**src/rtl/tt_um_jleugeri_ttt_token_router_if.sv**
```systemverilog
// Bundle for the token router: event handshake, fetch port and connection-table programming.
interface tt_um_jleugeri_ttt_token_router_if #(
  parameter int NEW_TOKEN_BITS  = 4,
  parameter int NUM_PROCESSORS  = 10,
  parameter int NUM_CONNECTIONS = 16
);
  localparam int IDW = $clog2(NUM_PROCESSORS);
  localparam int CAW = $clog2(NUM_CONNECTIONS);

  logic                             ev_valid;
  logic                             ev_ready;
  logic [IDW-1:0]                   ev_source;
  logic [1:0]                       ev_startstop;

  logic                             fetch_en;
  logic [IDW-1:0]                   fetch_id;
  logic signed [NEW_TOKEN_BITS-1:0] new_good_tokens;
  logic signed [NEW_TOKEN_BITS-1:0] new_bad_tokens;

  logic                             prog_en;
  logic [CAW-1:0]                   prog_addr;
  logic                             prog_entry_valid;
  logic [IDW-1:0]                   prog_source;
  logic [IDW-1:0]                   prog_target;
  logic                             prog_is_bad;
  logic signed [NEW_TOKEN_BITS-1:0] prog_weight;
  logic                             prog_dropped;

  modport master (
    output ev_valid, ev_source, ev_startstop,
    output fetch_en, fetch_id,
    output prog_en, prog_addr, prog_entry_valid, prog_source, prog_target, prog_is_bad, prog_weight,
    input  ev_ready, new_good_tokens, new_bad_tokens, prog_dropped
  );

  modport slave (
    input  ev_valid, ev_source, ev_startstop,
    input  fetch_en, fetch_id,
    input  prog_en, prog_addr, prog_entry_valid, prog_source, prog_target, prog_is_bad, prog_weight,
    output ev_ready, new_good_tokens, new_bad_tokens, prog_dropped
  );
endinterface

```
**src/rtl/tt_um_jleugeri_ttt_token_router.sv**
```systemverilog
// Token router: scans a connection table on start/stop events and accumulates saturating token deltas per target.
// Optional macro TTT_ROUTER_RETRACT_EN: stop events scan with negated weights.
//
// state | meaning
// IDLE  | accepting events, fetches and table writes
// SCAN  | walking the connection table, one entry per cycle
module tt_um_jleugeri_ttt_token_router #(
  parameter int NEW_TOKEN_BITS  = 4,
  parameter int NUM_PROCESSORS  = 10,
  parameter int NUM_CONNECTIONS = 16
) (
  input logic clock_fast,
  input logic reset,
  tt_um_jleugeri_ttt_token_router_if.slave bus
);
  localparam int IDW = $clog2(NUM_PROCESSORS);
  localparam int CAW = $clog2(NUM_CONNECTIONS);
  localparam int N   = NEW_TOKEN_BITS;

  typedef logic signed [N-1:0] tok_t;
  typedef logic signed [N:0]   wide_t;
  typedef enum logic {IDLE, SCAN} state_t;

  localparam int TOK_MAX = (1 << (N - 1)) - 1;
  localparam int TOK_MIN = -(1 << (N - 1));

  function automatic tok_t sat(input wide_t v);
    if (int'(v) > TOK_MAX) return tok_t'(TOK_MAX);
    if (int'(v) < TOK_MIN) return tok_t'(TOK_MIN);
    return v[N-1:0];
  endfunction

  function automatic tok_t sat_add(input tok_t a, input tok_t d);
    wide_t s;
    s = wide_t'({a[N-1], a}) + wide_t'({d[N-1], d});
    return sat(s);
  endfunction

  state_t         state, state_nxt;
  logic [CAW-1:0] scan_idx;
  logic [IDW-1:0] src_latched;
  logic           sign_neg;

  logic           ent_valid [NUM_CONNECTIONS];
  logic [IDW-1:0] ent_src   [NUM_CONNECTIONS];
  logic [IDW-1:0] ent_tgt   [NUM_CONNECTIONS];
  logic           ent_bad   [NUM_CONNECTIONS];
  tok_t           ent_w     [NUM_CONNECTIONS];

  tok_t acc_good     [NUM_PROCESSORS];
  tok_t acc_bad      [NUM_PROCESSORS];
  tok_t acc_good_nxt [NUM_PROCESSORS];
  tok_t acc_bad_nxt  [NUM_PROCESSORS];

  logic  ready, ev_xfer, start_scan, start_neg, last_entry;
  logic  hit, fetch_ok, prog_ok, prog_drop;
  wide_t w_ext;
  tok_t  delta;

  always_ff @(posedge clock_fast) begin
    if (reset) state <= IDLE;
    else       state <= state_nxt;
  end

  always_comb begin
    state_nxt  = state;
    ready      = 1'b0;
    start_scan = 1'b0;
    start_neg  = 1'b0;
    last_entry = (scan_idx == CAW'(NUM_CONNECTIONS - 1));
    ev_xfer    = bus.ev_valid && (state == IDLE);
    case (state)
      IDLE: begin
        ready = 1'b1;
        if (ev_xfer) begin
          if (bus.ev_startstop == 2'b10) begin
            start_scan = 1'b1;
          end
`ifdef TTT_ROUTER_RETRACT_EN
          else if (bus.ev_startstop == 2'b01) begin
            start_scan = 1'b1;
            start_neg  = 1'b1;
          end
`endif
        end
        if (start_scan) state_nxt = SCAN;
      end
      SCAN: begin
        if (last_entry) state_nxt = IDLE;
      end
      default: state_nxt = IDLE;
    endcase
  end

  assign bus.ev_ready = ready;

  // Negation is saturated first, so a retracted most-negative weight adds the positive maximum.
  always_comb begin
    hit   = (state == SCAN) && ent_valid[scan_idx] && (ent_src[scan_idx] == src_latched) &&
            (int'(ent_tgt[scan_idx]) < NUM_PROCESSORS);
    w_ext = wide_t'({ent_w[scan_idx][N-1], ent_w[scan_idx]});
    delta = sat(sign_neg ? -w_ext : w_ext);
  end

  assign fetch_ok  = bus.fetch_en && (int'(bus.fetch_id) < NUM_PROCESSORS);
  assign prog_ok   = bus.prog_en && (state == IDLE) && !bus.ev_valid;
  assign prog_drop = bus.prog_en && !prog_ok;

  // Fetch clear happens before the scan add, so a coincident add lands on zero.
  always_comb begin
    for (int t = 0; t < NUM_PROCESSORS; t++) begin
      acc_good_nxt[t] = acc_good[t];
      acc_bad_nxt[t]  = acc_bad[t];
      if (fetch_ok && (bus.fetch_id == IDW'(t))) begin
        acc_good_nxt[t] = '0;
        acc_bad_nxt[t]  = '0;
      end
      if (hit && (ent_tgt[scan_idx] == IDW'(t))) begin
        if (ent_bad[scan_idx]) acc_bad_nxt[t]  = sat_add(acc_bad_nxt[t], delta);
        else                   acc_good_nxt[t] = sat_add(acc_good_nxt[t], delta);
      end
    end
  end

  always_ff @(posedge clock_fast) begin
    if (reset) begin
      scan_idx            <= '0;
      src_latched         <= '0;
      sign_neg            <= 1'b0;
      bus.new_good_tokens <= '0;
      bus.new_bad_tokens  <= '0;
      bus.prog_dropped    <= 1'b0;
      for (int t = 0; t < NUM_PROCESSORS; t++) begin
        acc_good[t] <= '0;
        acc_bad[t]  <= '0;
      end
      for (int e = 0; e < NUM_CONNECTIONS; e++) ent_valid[e] <= 1'b0;
    end else begin
      if (start_scan) begin
        scan_idx    <= '0;
        src_latched <= bus.ev_source;
        sign_neg    <= start_neg;
      end else if (state == SCAN) begin
        scan_idx <= last_entry ? '0 : scan_idx + 1'b1;
      end
      for (int t = 0; t < NUM_PROCESSORS; t++) begin
        acc_good[t] <= acc_good_nxt[t];
        acc_bad[t]  <= acc_bad_nxt[t];
      end
      bus.new_good_tokens <= fetch_ok ? acc_good[bus.fetch_id] : '0;
      bus.new_bad_tokens  <= fetch_ok ? acc_bad[bus.fetch_id]  : '0;
      if (prog_ok) ent_valid[bus.prog_addr] <= bus.prog_entry_valid;
      if (prog_drop) bus.prog_dropped <= 1'b1;
    end
  end

  // Entry payload needs no reset; valid alone gates its use.
  always_ff @(posedge clock_fast) begin
    if (prog_ok) begin
      ent_src[bus.prog_addr] <= bus.prog_source;
      ent_tgt[bus.prog_addr] <= bus.prog_target;
      ent_bad[bus.prog_addr] <= bus.prog_is_bad;
      ent_w[bus.prog_addr]   <= bus.prog_weight;
    end
  end
endmodule

```
**src/flat_wrapper.sv**
```systemverilog
// flat-port wrapper written by rule: the top's interface ports become plain ports
module tt_um_jleugeri_ttt_token_router_flat 
#(
  parameter int NEW_TOKEN_BITS  = 4,
  parameter int NUM_PROCESSORS  = 10,
  parameter int NUM_CONNECTIONS = 16
)
  (clock_fast, reset, bus_ev_valid, bus_ev_source, bus_ev_startstop, bus_fetch_en, bus_fetch_id, bus_prog_en, bus_prog_addr, bus_prog_entry_valid, bus_prog_source, bus_prog_target, bus_prog_is_bad, bus_prog_weight, bus_ev_ready, bus_new_good_tokens, bus_new_bad_tokens, bus_prog_dropped);
  tt_um_jleugeri_ttt_token_router_if #(.NEW_TOKEN_BITS(NEW_TOKEN_BITS), .NUM_PROCESSORS(NUM_PROCESSORS), .NUM_CONNECTIONS(NUM_CONNECTIONS)) bus_i ();
  input logic clock_fast;
  input logic reset;
  input wire logic [$bits(bus_i.ev_valid)-1:0] bus_ev_valid;
  input wire logic [$bits(bus_i.ev_source)-1:0] bus_ev_source;
  input wire logic [$bits(bus_i.ev_startstop)-1:0] bus_ev_startstop;
  input wire logic [$bits(bus_i.fetch_en)-1:0] bus_fetch_en;
  input wire logic [$bits(bus_i.fetch_id)-1:0] bus_fetch_id;
  input wire logic [$bits(bus_i.prog_en)-1:0] bus_prog_en;
  input wire logic [$bits(bus_i.prog_addr)-1:0] bus_prog_addr;
  input wire logic [$bits(bus_i.prog_entry_valid)-1:0] bus_prog_entry_valid;
  input wire logic [$bits(bus_i.prog_source)-1:0] bus_prog_source;
  input wire logic [$bits(bus_i.prog_target)-1:0] bus_prog_target;
  input wire logic [$bits(bus_i.prog_is_bad)-1:0] bus_prog_is_bad;
  input wire logic [$bits(bus_i.prog_weight)-1:0] bus_prog_weight;
  output wire logic [$bits(bus_i.ev_ready)-1:0] bus_ev_ready;
  output wire logic [$bits(bus_i.new_good_tokens)-1:0] bus_new_good_tokens;
  output wire logic [$bits(bus_i.new_bad_tokens)-1:0] bus_new_bad_tokens;
  output wire logic [$bits(bus_i.prog_dropped)-1:0] bus_prog_dropped;
  assign bus_i.ev_valid = bus_ev_valid;
  assign bus_i.ev_source = bus_ev_source;
  assign bus_i.ev_startstop = bus_ev_startstop;
  assign bus_i.fetch_en = bus_fetch_en;
  assign bus_i.fetch_id = bus_fetch_id;
  assign bus_i.prog_en = bus_prog_en;
  assign bus_i.prog_addr = bus_prog_addr;
  assign bus_i.prog_entry_valid = bus_prog_entry_valid;
  assign bus_i.prog_source = bus_prog_source;
  assign bus_i.prog_target = bus_prog_target;
  assign bus_i.prog_is_bad = bus_prog_is_bad;
  assign bus_i.prog_weight = bus_prog_weight;
  assign bus_ev_ready = bus_i.ev_ready;
  assign bus_new_good_tokens = bus_i.new_good_tokens;
  assign bus_new_bad_tokens = bus_i.new_bad_tokens;
  assign bus_prog_dropped = bus_i.prog_dropped;
  tt_um_jleugeri_ttt_token_router #(.NEW_TOKEN_BITS(NEW_TOKEN_BITS), .NUM_PROCESSORS(NUM_PROCESSORS), .NUM_CONNECTIONS(NUM_CONNECTIONS)) u_core (.clock_fast(clock_fast), .reset(reset), .bus(bus_i));
endmodule
```
**config.mk**
```make
export PLATFORM = sky130hd
export DESIGN_NAME = tt_um_jleugeri_ttt_token_router_flat
export DESIGN_NICKNAME = d
export VERILOG_FILES = /design/src/rtl/tt_um_jleugeri_ttt_token_router_if.sv /design/src/rtl/tt_um_jleugeri_ttt_token_router.sv /design/src/flat_wrapper.sv
export SDC_FILE = /design/constraint.sdc
export NUM_CORES = 1
export LEC_CHECK = 0
export BUFFER_PORTS_ARGS = -buffer_cell sky130_fd_sc_hd__buf_2
export CAP_MARGIN = 20
export CORE_MARGIN = 4
export CORE_UTILIZATION = 35
export DETAILED_ROUTE_END_ITERATION = 10
export PLACE_DENSITY = 0.5
export SLEW_MARGIN = 15
export SYNTH_ARGS = -nofsm -noshare
export SYNTH_HDL_FRONTEND = slang
export SYNTH_SLANG_ARGS = --single-unit
```
**constraint.sdc**
```tcl
create_clock -name clock_fast -period 4.8 [get_ports clock_fast]
set_input_delay 0.48 -clock clock_fast [delete_from_list [all_inputs] [get_ports clock_fast]]
set_output_delay 0.48 -clock clock_fast [all_outputs]
set_load 0.01 [all_outputs]
```
After elaboration in Yosys (flattened, before gate mapping)
Memories as Yosys holds them, arrays and structs flattened. A register that Yosys moved wholly into a read port is not among the register bits. Cells that the tools add are included.

Output and inout port bits: 10. Bits of input ports: 33. RAM bits: 304. Register bits after elaboration: 10. Memories: 7.

Memory list: u_core.ent_src (depth 16, bits a word 4, read ports 1, clocked after memory_dff 1, write ports 1, line tt_um_jleugeri_ttt_token_router.sv:45) `logic [IDW-1:0] ent_src [NUM_CONNECTIONS];`; u_core.ent_tgt (depth 16, bits a word 4, read ports 1, clocked after memory_dff 1, write ports 1, line tt_um_jleugeri_ttt_token_router.sv:46) `logic [IDW-1:0] ent_tgt [NUM_CONNECTIONS];`; u_core.ent_w (depth 16, bits a word 4, read ports 1, clocked after memory_dff 1, write ports 1, line tt_um_jleugeri_ttt_token_router.sv:48) `tok_t ent_w [NUM_CONNECTIONS];`; u_core.acc_bad (depth 10, bits a word 4, read ports 11, clocked after memory_dff 1, write ports 10, line tt_um_jleugeri_ttt_token_router.sv:51) `tok_t acc_bad [NUM_PROCESSORS];`; u_core.acc_good (depth 10, bits a word 4, read ports 11, clocked after memory_dff 1, write ports 10, line tt_um_jleugeri_ttt_token_router.sv:50) `tok_t acc_good [NUM_PROCESSORS];`; u_core.ent_bad (depth 16, bits a word 1, read ports 1, clocked after memory_dff 1, write ports 1, line tt_um_jleugeri_ttt_token_router.sv:47) `logic ent_bad [NUM_CONNECTIONS];`; +1 memories.

Bitwise gates (word level): 22. Magnitude comparators: 44. $add $sub $neg: 21. Reductions and logical operators: 35. Multiplexer cells: 336. Equal/unequal tests: 21.

Operators by type and width (count): two-way mux 4 bit (176); two-way mux 1 bit (159); adder 4 x 4 -> 5 bit (20); > comparator 5 x 4 -> 1 bit (second input constant) (20); < comparator 5 x 4 -> 1 bit (second input constant) (20); equality test 4 x 3 -> 1 bit (second input constant) (8); logical AND 1 bit (28); equality test 4 bit (second input constant) (5); OR 1 bit (20); equality test 4 x 2 -> 1 bit (second input constant) (4); < comparator 4 bit (second input constant) (3); equality test 4 x 1 -> 1 bit (second input constant) (2); logical NOT 4 bit (2); adder 4 x 1 -> 4 bit (second input constant) (1); equality test 4 bit (1); > comparator 4 bit (second input constant) (1); OR reduction 2 bit (2); equality test 2 bit (second input constant) (1); logical NOT 1 bit (2); inverter 1 bit (2); one-hot mux 1 bit (2 select lines) (1); OR reduction 1 bit (1).

Logic depth before layout (Yosys ltp)
Gate-level depths: netlist of run 1.

Depth in word-level cells: 18. Mapped depth: 20. Depth with buffers taken out: 14.

Worst setup path after synthesis of run 1
Ideal clock, no wire load.

Kind: reg-to-reg. Start: register (tool-made name). End: memory u_core.acc_good[1][0] (netlist bit). Arrival time: 4.572 ns. Cell stages (with the launch flop): 14. Path slack: 0.096 ns. Clock period less this slack: 4.704 ns. Cells stage by stage: dfxtp_1 > buf_6 > buf_4 > buf_6 > buf_1 > mux4_2 > mux4_2 > fa_1 > a2111oi_0 > nor2_1 > nand2_1 > nand2_1 > o21ai_0 > o32ai_1.

RTL lines (line): to (decl) (tt_um_jleugeri_ttt_token_router.sv:50).

==> results of run 1 <==
==> area by class of cell <==
cell class	instances	area [um2]
timing repair buffer	93	608
tap	672	841
inverter	54	203
multi-input combinational	1147	8740
clock buffer	47	1050
fill	4891	30100
sequential	326	8770
clock inverter	25	189
==> cell families after synthesis <==
group | synth area share, %
DFF | 48.8
and+or+nand+nor | 15.7
xor gates and xnor gates | 1.27
AOI/OAI and AO/OA | 13.1
muxes | 11.9
buffers and inverters | 2.77
adders and majority gates | 6.54
==> state kept, by name (all words and copies together) (netlist names), named ones only <==
signal	cells
u_core.bus.prog_dropped	1
u_core.state	1
u_core.src_latched	4
u_core.ent_src	64
u_core.scan_idx	4
u_core.ent_w	64
u_core.ent_bad	16
u_core.bus.new_bad_tokens	4
u_core.bus.new_good_tokens	4
u_core.acc_bad	40
u_core.ent_tgt	64
u_core.ent_valid	16
u_core.acc_good	40
==> metrics by stage <==
stage | std cells | area [um2] | util [%]
6_report | 2364 | 20400 | 40.4
3_3_place_gp | 2292 | 19200 | 38.0
3_5_place_dp | 2292 | 19200 | 38.0
4_1_cts | 2364 | 20400 | 40.4
2_1_floorplan | 1592 | 18000 | -
5_1_grt | 2364 | 20400 | 40.4
==> layer usage <==
metal,track usage [%],vias up
met5,0,-
met4,5.67,6
met3,2.54,79
met2,28.9,323
met1,25.2,6486
li1,-,6256
==> worst max-delay path: stages, from the launching register on <==
cell       delay, ns
dfxtp_2         0.65
buf_4           0.43
and2_1          0.28
nand2_1         0.12
and3_1          0.29
nor2_4          0.39
buf_12          0.23
nor2_1          0.07
fa_1            0.44
a2111oi_0       0.68
or2_2           0.23
a21oi_1         0.05
o21ai_0         0.18
o31ai_1         0.10
==> cell usage after synthesis (all sizes together), types with 6 or more instances <==
cell / number / area (um2)
xor2: 15 / 131
a21o: 9 / 67.6
nand2b: 21 / 131
a2111oi: 15 / 131
nand3: 39 / 200
a221oi: 22 / 199
nand4: 30 / 188
o41ai: 8 / 70.1
a211oi: 35 / 275
mux2i: 59 / 591
o21a: 9 / 67.6
mux4: 66 / 1490
buf: 25 / 145
or2: 13 / 81.3
nor2b: 41 / 257
clkbuf: 40 / 150
o31a: 8 / 70.1
o32ai: 10 / 87.6
dfxtp: 102 / 2040
mux2: 6 / 67.6
a22o: 9 / 78.8
nor3: 48 / 240
a21oi: 93 / 469
inv: 53 / 199
and2: 43 / 269
o31ai: 12 / 90.1
nor3b: 9 / 67.6
edfxtp: 224 / 6730
and3: 13 / 81.3
nor2: 124 / 468
a31oi: 11 / 68.8
xnor2: 11 / 96.3
nand2: 154 / 578
fa: 20 / 400
a22oi: 9 / 67.6
ha: 62 / 776
o21ai: 57 / 285
o311a: 6 / 60.1
==> how the worst max path moves through the flow <==
stage,from,to
final,flop,u_core.acc_good[5][1]
after global placement,flop,u_core.acc_good[5][1]
after detailed placement,flop,u_core.acc_good[5][1]
after global routing,flop,u_core.acc_good[5][1]
after floorplan,flop,u_core.acc_good[1][0]
after CTS,flop,u_core.acc_good[5][1]
==> power groups by stage <==
stage | registers [W] | logic, W | clock network, W
floorplan | 0.00310 | 0.000244 | 0
global placement | 0.00311 | 0.000378 | 0
detailed placement | 0.00311 | 0.000383 | 0
CTS | 0.00305 | 0.000384 | 0.00291
global route | 0.00305 | 0.000421 | 0.00303
finish | 0.00305 | 0.000381 | 0.00284
==> flow_summary.toml, run 1 <==
[sta]
tightest_slew_ns = 0.991
slew_headroom_pct = 33.9
fin_setup_tns_ns = 0
hold_violations = 0
holdWs_ns = 0.164
setup-violations-final = 0
period_share_pct = 90.2
fin_ws_ns = 0.472
rsz0062_at_grt = "no"
period_minus_slack_ns = 4.33
drv_slew = 0
skew_ns = 0.0347
max_freq_mhz = 231

[clock_tree]
htree_num_levels = 2
clkTransAtPathRegs_ns = 0.06
cts_buffers = 39
cts_hold_buf = 0
clk_latency_ns = 0.57
cts_resized = 0
clockBufferDepth = 3
postCtsSetupBuffers = 0
cts-root-buf = "clkbuf_16"
cts_tree = "done"
cts.sinks = 326

[routing]
detail-route-antenna-nets = 0
dr_wl_met3_um = 2280
dr.pass1.iters = 5
drt_iter0_drc = 914
wirelength_met1_um = 23200
top_layer = "met5"
post_drt_wl_per_cell_um = 21.4
post-route-drc-count = 0
num_vias = 13150
wirelength_um = 50500
met2_length_um = 23500
via_per_inst = 5.56

[power_and_ir_drop]
fin_total_pwr_w = 0.00627
seq_power_share_pct = 48.6
p_int_w = 0.00475
powerDensity_nw_per_um2 = 307
p_leak_nw = 7.45
switching_share_pct = 24.2
switching_power_w = 0.00152
p_clk_share_pct = 45.3
peakVddDrop_v = 0.000311
p_comb_share_pct = 6.1

[floorplan]
die_area_um2 = 55100
io-pin-count = 43
core-area_um2 = 50500
die_h_um = 235
start_util_pct = 35.6
fp-row-count = 82
dieWidth_um = 235

[worst_setup_path]
rrSetupSlack_ns = 0.47
reg2reg_depth = 13
worst_setup_path_start_kind = "flop"
rr_endpoint = "u_core.acc_good[5][1]"
critical_path_class = "reg2reg"
cp_data_required_time_ns = 5.21
crit_arrival_ns = 4.73
end_kind = "flop"
path_max_fanout = 21

[layout]
nets = 1776
area_delta_synth_final_pct = 13.4
layout_commonest_cell = "edfxtp_1"
final_cell_mix = "224 x edfxtp_1, 154 x nand2_1, 121 x nor2_1"
drive_above_1_share_pct = 15.5
diodes = 0

[logic_synthesis]
ys_types = 77
yosys_most_used_dff = "edfxtp_1"
yosysSeqAreaShare_pct = 48.8
async_flop_share_pct = 0
synthesis.instances = 1592
syn_area_per_cell_um2 = 11.3
syn_nets = 1707
synth_edf_count = 224
yosys_warnings = 0
ys_seq_elements = 326
synthesis.area_um2 = 18000

[placed_design]
globalplace.congestion = 0.824
dp_hpwl_um = 34500
numPortBuffers = 42
dp_slack_ns = 0.475

[global_routing]
grt_max_degree = 66
grt_overflow = 0
antenna_found_initial = 3
grt_pass1_wl_um = 77800
track_usage_pct = 17.9
grt_pass1_vias = 13030

[min_path]
min-delay-start = "bus_ev_source[1]"
whs_endpoint = "u_core.src_latched[1]"
min_path_cells = 3
hold_class = "in2reg"

[job]
maxCapViolations = 0

[run_status]
status = "finished, final reports clean"
No activity file was read; power rests on OpenSTA's default activity.
==> run 2: changes to the inputs <==
==> constraint.sdc (replaced) <==
create_clock -name clock_fast -period 3.9 [get_ports clock_fast]
set_input_delay 0.39 -clock clock_fast [delete_from_list [all_inputs] [get_ports clock_fast]]
set_output_delay 0.39 -clock clock_fast [all_outputs]
set_load 0.01 [all_outputs]
==> run 2 against run 1 <==
Sequential power rose by 23%. Die area did not move. Core utilization rose by 0.36 points. Largest cell class is now multi-input gates. Largest power group unchanged.
==> flow_summary.toml, run 2 (synthesis gave the netlist of run 1 again) <==
[power_and_ir_drop]
fin_total_pwr_w = 0.00759
p_comb_share_pct = 6.4
p_int_w = 0.00581
peakVddDrop_v = 0.000299
switching_power_w = 0.00178
powerDensity_nw_per_um2 = 369
p_clk_share_pct = 44.2
p_leak_nw = 7.49
seq_power_share_pct = 49.4
switching_share_pct = 23.4

[clock_tree]
cts.sinks = 326
cts_buffers = 37
clockBufferDepth = 3
clkTransAtPathRegs_ns = 0.06
cts_hold_buf = 0
htree_num_levels = 2
cts_tree = "done"
clk_latency_ns = 0.55
cts-root-buf = "clkbuf_16"

[job]
maxCapViolations = 0

[layout]
final_cell_mix = "224 x edfxtp_1, 154 x nand2_1, 121 x nor2_1"
layout_commonest_cell = "edfxtp_1"
reg.largest.list = "u_core.ent_src: 64 flops, u_core.ent_tgt: 64 flops, u_core.ent_w: 64 flops"
nets = 1786
instances_no_fill = 2371
area_delta_synth_final_pct = 14.5
regArea_um2 = 8770
multi_input_area_um2 = 8810
fillers = 4856
drive_above_1_share_pct = 16.2
design_area_um2 = 20600

[min_path]
min-delay-start = "bus_ev_source[0]"
min_path_cells = 3
hold_class = "in2reg"

[sta]
skew_ns = 0.0152
hold_violations = 0
rsz0062_at_grt = "no"
period_share_pct = 93.4
period_minus_slack_ns = 3.64
max_freq_mhz = 274
setup-violations-final = 0
slew_headroom_pct = 33.5
tightest_slew_ns = 0.996
drv_slew = 0
fin_ws_ns = 0.257

[placed_design]
globalplace.congestion = 0.888
placedCellCount = 2302
numPortBuffers = 42
dp_hpwl_um = 34100
place_area_um2 = 19400
dp_slack_ns = 0.0914

[global_routing]
grt_overflow = 0
grt_pass1_wl_um = 77700
antenna_found_initial = 2
track_usage_pct = 17.7
grt_max_degree = 60
grt_pass1_vias = 13057

[worst_setup_path]
critical_path_class = "reg2reg"
max_stage_delay_ns = 0.50
end_kind = "flop"
path_cells = "mux4_2 > or2_2 > and3_1 > nor2_4 > buf_4 > buf_4 > nor2_1 > fa_1 > a21oi_1 > a311o_1 > a21oi_1 > nor3_1 > a221oi_1"
path_delay_family = "simple AND/OR/NAND/NOR gates"
cp_data_required_time_ns = 4.29
slowest_stage = "mux4_2"
path_depth = 13
worst_setup_path_start_kind = "flop"
path_max_fanout = 12
path_buf_inv = 2
reg2reg_depth = 13
crit_arrival_ns = 4.04
rrSetupSlack_ns = 0.26

[routing]
detail-route-antenna-nets = 0
drt_iter0_drc = 949
dr.pass1.iters = 5
post_drt_wl_per_cell_um = 21.1
num_vias = 13284
post-route-drc-count = 0
wirelength_um = 50100
via_per_inst = 5.60

[floorplan]
io-pin-count = 43
start_util_pct = 35.6
fp-row-count = 82
core-area_um2 = 50500
die_area_um2 = 55100
dieWidth_um = 235
die_h_um = 235

[run_status]
status = "finished, final reports clean"
[run 2: cell count changes in the layout (fill, tap and decap cells not counted), moves of 3 or more]
| cell | change |
|---|---|
| a2111oi_2 | +3 |
| buf_4 | +3 |
| o21ai_0 | -4 |
| o21ai_1 | +4 |
| a2111oi_1 | +3 |
| fa_2 | +3 |
| clkbuf_8 | -4 |
| fa_1 | -3 |
| clkinv_2 | -4 |
| buf_12 | +7 |
| a2111oi_0 | -7 |
[run 2: tightest hold or removal path: stages]
cell     delay (ns)
buf_2          0.08
mux2i_1        0.06
nor2_1         0.08
[run 2: layout make-up]
| type | instances | share of cell area, % |
|---|---|---|
| diodes | 1 | 0.0122 |
| clock buffers | 45 | 4.85 |
| clock inverters | 21 | 0.778 |
| inverters | 54 | 0.985 |
| multi-input cells | 1147 | 42.8 |
| flip-flops and latches | 326 | 42.6 |
| well taps | 672 | 4.09 |
| repair buffers | 105 | 3.85 |
[run 2: power by group through the flow]
stage	clock network (W)	logic, W	registers, W
after CTS	0.00344	0.000485	0.00375
after detailed placement	0	0.000484	0.00382
after global routing	0.00357	0.000539	0.00375
after floorplan	0	0.000307	0.00382
after global placement	0	0.000478	0.00382
final	0.00335	0.000487	0.00375
[run 2: path summary, 6_finish.rpt]
| path | to |
|---|---|
| worst max-delay path | u_core.acc_bad[2][0] |
| worst min-delay path | u_core.src_latched[0] |
| worst max register to register | u_core.acc_bad[2][0] |
| worst min register to register | u_core.bus.prog_dropped |
[run 2: metal layers]
layer	part of all wire (%)	vias up	wire, um	track usage (%)
met5	0.040	-	20	0
met4	2.3	2	1160	4.83
met3	4.8	82	2380	2.86
met2	49	337	24500	30.2
met1	44	6582	22100	23.6
li1	-	6281	-	-
[run 2: stage by stage]
step	hold slack (ns)	utilization [%]	setup TNS (ns)
finish	0.0849	40.8	0
global route	0.0974	40.8	0
CTS	0.0665	40.6	0
detailed placement	0.460	38.4	0
global placement	0.456	38.4	0
floorplan	0.456	-	-0.310
[run 2: repair_timing]
action,CTS,global route
endpoints found under the setup margin,0,35
resized for setup,0,9
buffers inserted,0,2
==> run 3: changes to the inputs <==
--- a/config.mk
+++ b/config.mk
@@ -7,6 +7,7 @@
 export LEC_CHECK = 0
 export BUFFER_PORTS_ARGS = -buffer_cell sky130_fd_sc_hd__buf_2
 export CAP_MARGIN = 20
+export CORE_ASPECT_RATIO = 0.6
 export CORE_MARGIN = 4
 export CORE_UTILIZATION = 35
 export DETAILED_ROUTE_END_ITERATION = 10
==> run 3 against run 2 <==
Die area increased by 0.22%. Setup slack got worse by 0.095 ns. Critical path type unchanged. Clock-buffer cell count decreased by 6. Cell count increased by 0.89%. Routed wire length increased by 4.2%. Clock skew increased by 0.0069 ns. Largest cell class unchanged. Critical endpoint is now u_core.acc_bad[0][1]. Non-clock buffer count increased by 5. Fmax decreased by 2.5%. Combinational power about the same. Highest routed layer is now met4.
==> flow_summary.toml, run 3 (synthesis gave the netlist of run 1 again) <==
[sta]
period_share_pct = 95.8
skew_ns = 0.0222
rsz0062_at_grt = "yes"
max_freq_mhz = 268
tightest_slew_ns = 0.941
slew_headroom_pct = 37.3
period_minus_slack_ns = 3.74
hold_violations = 0
drv_slew = 0
setup-violations-final = 0

[routing]
wirelength_um = 52200
dr.pass1.iters = 6
post_drt_wl_per_cell_um = 21.8
post-route-drc-count = 0
num_vias = 13443
via_per_inst = 5.62
drt_iter0_drc = 1241
detail-route-antenna-nets = 0

[min_path]
min-delay-start = "bus_ev_source[1]"
hold_class = "in2reg"
min_path_cells = 3
whs_endpoint = "u_core.src_latched[1]"

[worst_setup_path]
cp_data_required_time_ns = 4.28
worst_setup_path_start_kind = "flop"
crit_arrival_ns = 4.12
rr_endpoint = "u_core.acc_bad[0][1]"
reg2reg_depth = 13
slowest_stage = "mux4_2"
rrSetupSlack_ns = 0.16
end_kind = "flop"
max_stage_delay_ns = 0.51
critical_path_class = "reg2reg"
path_max_fanout = 20
path_delay_family = "multiplexers"
path_buf_inv = 2
path_cells = "buf_4 > mux4_2 > mux4_2 > buf_12 > ha_1 > a211oi_2 > mux2i_2 > nor4_2 > o21ai_1 > o211ai_1 > nor2b_1 > nor3_1 > nor3_1"

[global_routing]
grt_overflow = 0
track_usage_pct = 18.8
grt_pass1_wl_um = 79400
grt_pass1_vias = 12595
antenna_found_initial = 0
grt_max_degree = 72

[layout]
final_cell_mix = "224 x edfxtp_1, 154 x nand2_1, 123 x nor2_1"
area_delta_synth_final_pct = 14.6
fillers = 4860
final_util_pct = 40.5
diodes = 0
design_area_um2 = 20600
layout_commonest_cell = "edfxtp_1"
reg.largest.list = "u_core.ent_src: 64 flops, u_core.ent_tgt: 64 flops, u_core.ent_w: 64 flops"
drive_above_1_share_pct = 16.4
nets = 1789

[clock_tree]
cts_buffers = 35
cts_tree = "done"
clockBufferDepth = 3
cts.sinks = 326
clkTransAtPathRegs_ns = 0.06
clk_latency_ns = 0.54
cts-root-buf = "clkbuf_16"
htree_num_levels = 2
cts_hold_buf = 0

[placed_design]
globalplace.congestion = 0.899
dp_hpwl_um = 36500
place_area_um2 = 19400
numPortBuffers = 42

[floorplan]
die_area_um2 = 55200
core-area_um2 = 50800
fp-row-count = 64
io-pin-count = 43
start_util_pct = 35.4
die_h_um = 184
dieWidth_um = 301

[power_and_ir_drop]
peakVddDrop_v = 0.000314
p_leak_nw = 7.51
powerDensity_nw_per_um2 = 371

[job]
maxCapViolations = 0

[run_status]
status = "finished, final reports clean"
==> run 3: cell count changes in the layout (fill, tap and decap cells not counted), moves of 3 or more <==
cell       previous run  this run
clkbuf_16            39        35
clkbuf_1              6         3
clkinv_1              7        10
buf_4                54        62
bufinv_16             1         4
==> run 3: cell type report <==
cell class,instances,area (um2),area share [%]
Inverter,54,203,0.983
Clock inverter,23,244,1.18
Clock buffer,39,901,4.37
Timing Repair Buffer,110,796,3.86
Multi-Input combinational cell,1147,8830,42.8
Tap cell,693,867,4.21
Sequential cell,326,8770,42.6
==> run 3: report_power, final <==
group / total (W) / switching [W] / internal (W)
combinational: 0.000490 / 0.000319 / 0.000170
sequential: 0.00375 / 0.0000168 / 0.00373
clock: 0.00341 / 0.00146 / 0.00195
==> run 3: per-layer routing <==
layer  track usage (%)  vias up  wire (um)
met5                 0        -          0
met4              3.13        0        668
met3              3.94       52       3550
met2              24.8      424      19900
met1              31.2     6702      28000
li1                  -     6265          -
==> run 3: worst min-delay path: cells and delay by family <==
kind          cells  cell delay [ns]
buf+inv           1             0.07
simple gates      1             0.07
mux               1             0.05
==> run 3: worst max-delay path by stage <==
stage | from | to | slack (ns) | cells past startpoint
2_1_floorplan | flop | u_core.acc_bad[0][0] | -0.07 | 15
3_5_place_dp | flop | u_core.acc_bad[0][1] | 0.04 | 13
4_1_cts | flop | u_core.acc_bad[0][0] | 0.09 | 13
3_3_place_gp | flop | u_core.acc_bad[0][1] | 0.09 | 12
6_report | flop | u_core.acc_bad[0][1] | 0.16 | 13
5_1_grt | flop | u_core.acc_good[6][0] | -0.04 | 14
==> run 3: through the flow <==
step           hold WS [ns]  setup WS [ns]  instances  TNS, ns  total power [W]
5_1_grt              0.0930        -0.0379       2392   -0.141          0.00792
2_1_floorplan         0.456        -0.0708       1592   -0.310          0.00412
3_3_place_gp          0.455         0.0865       2330        0          0.00430
3_5_place_dp          0.466         0.0357       2330        0          0.00431
6_report             0.0847          0.162       2392        0          0.00765
4_1_cts              0.0521         0.0916       2392        0          0.00772
==> run 3: repair_timing <==
| action | 4_1_cts | 5_1_grt |
|---|---|---|
| resized for setup | 1 | 14 |
| setup buffers | 0 | 0 |
| endpoints found under the setup margin | 2 | 23 |
| pin swaps | 0 | 0 |
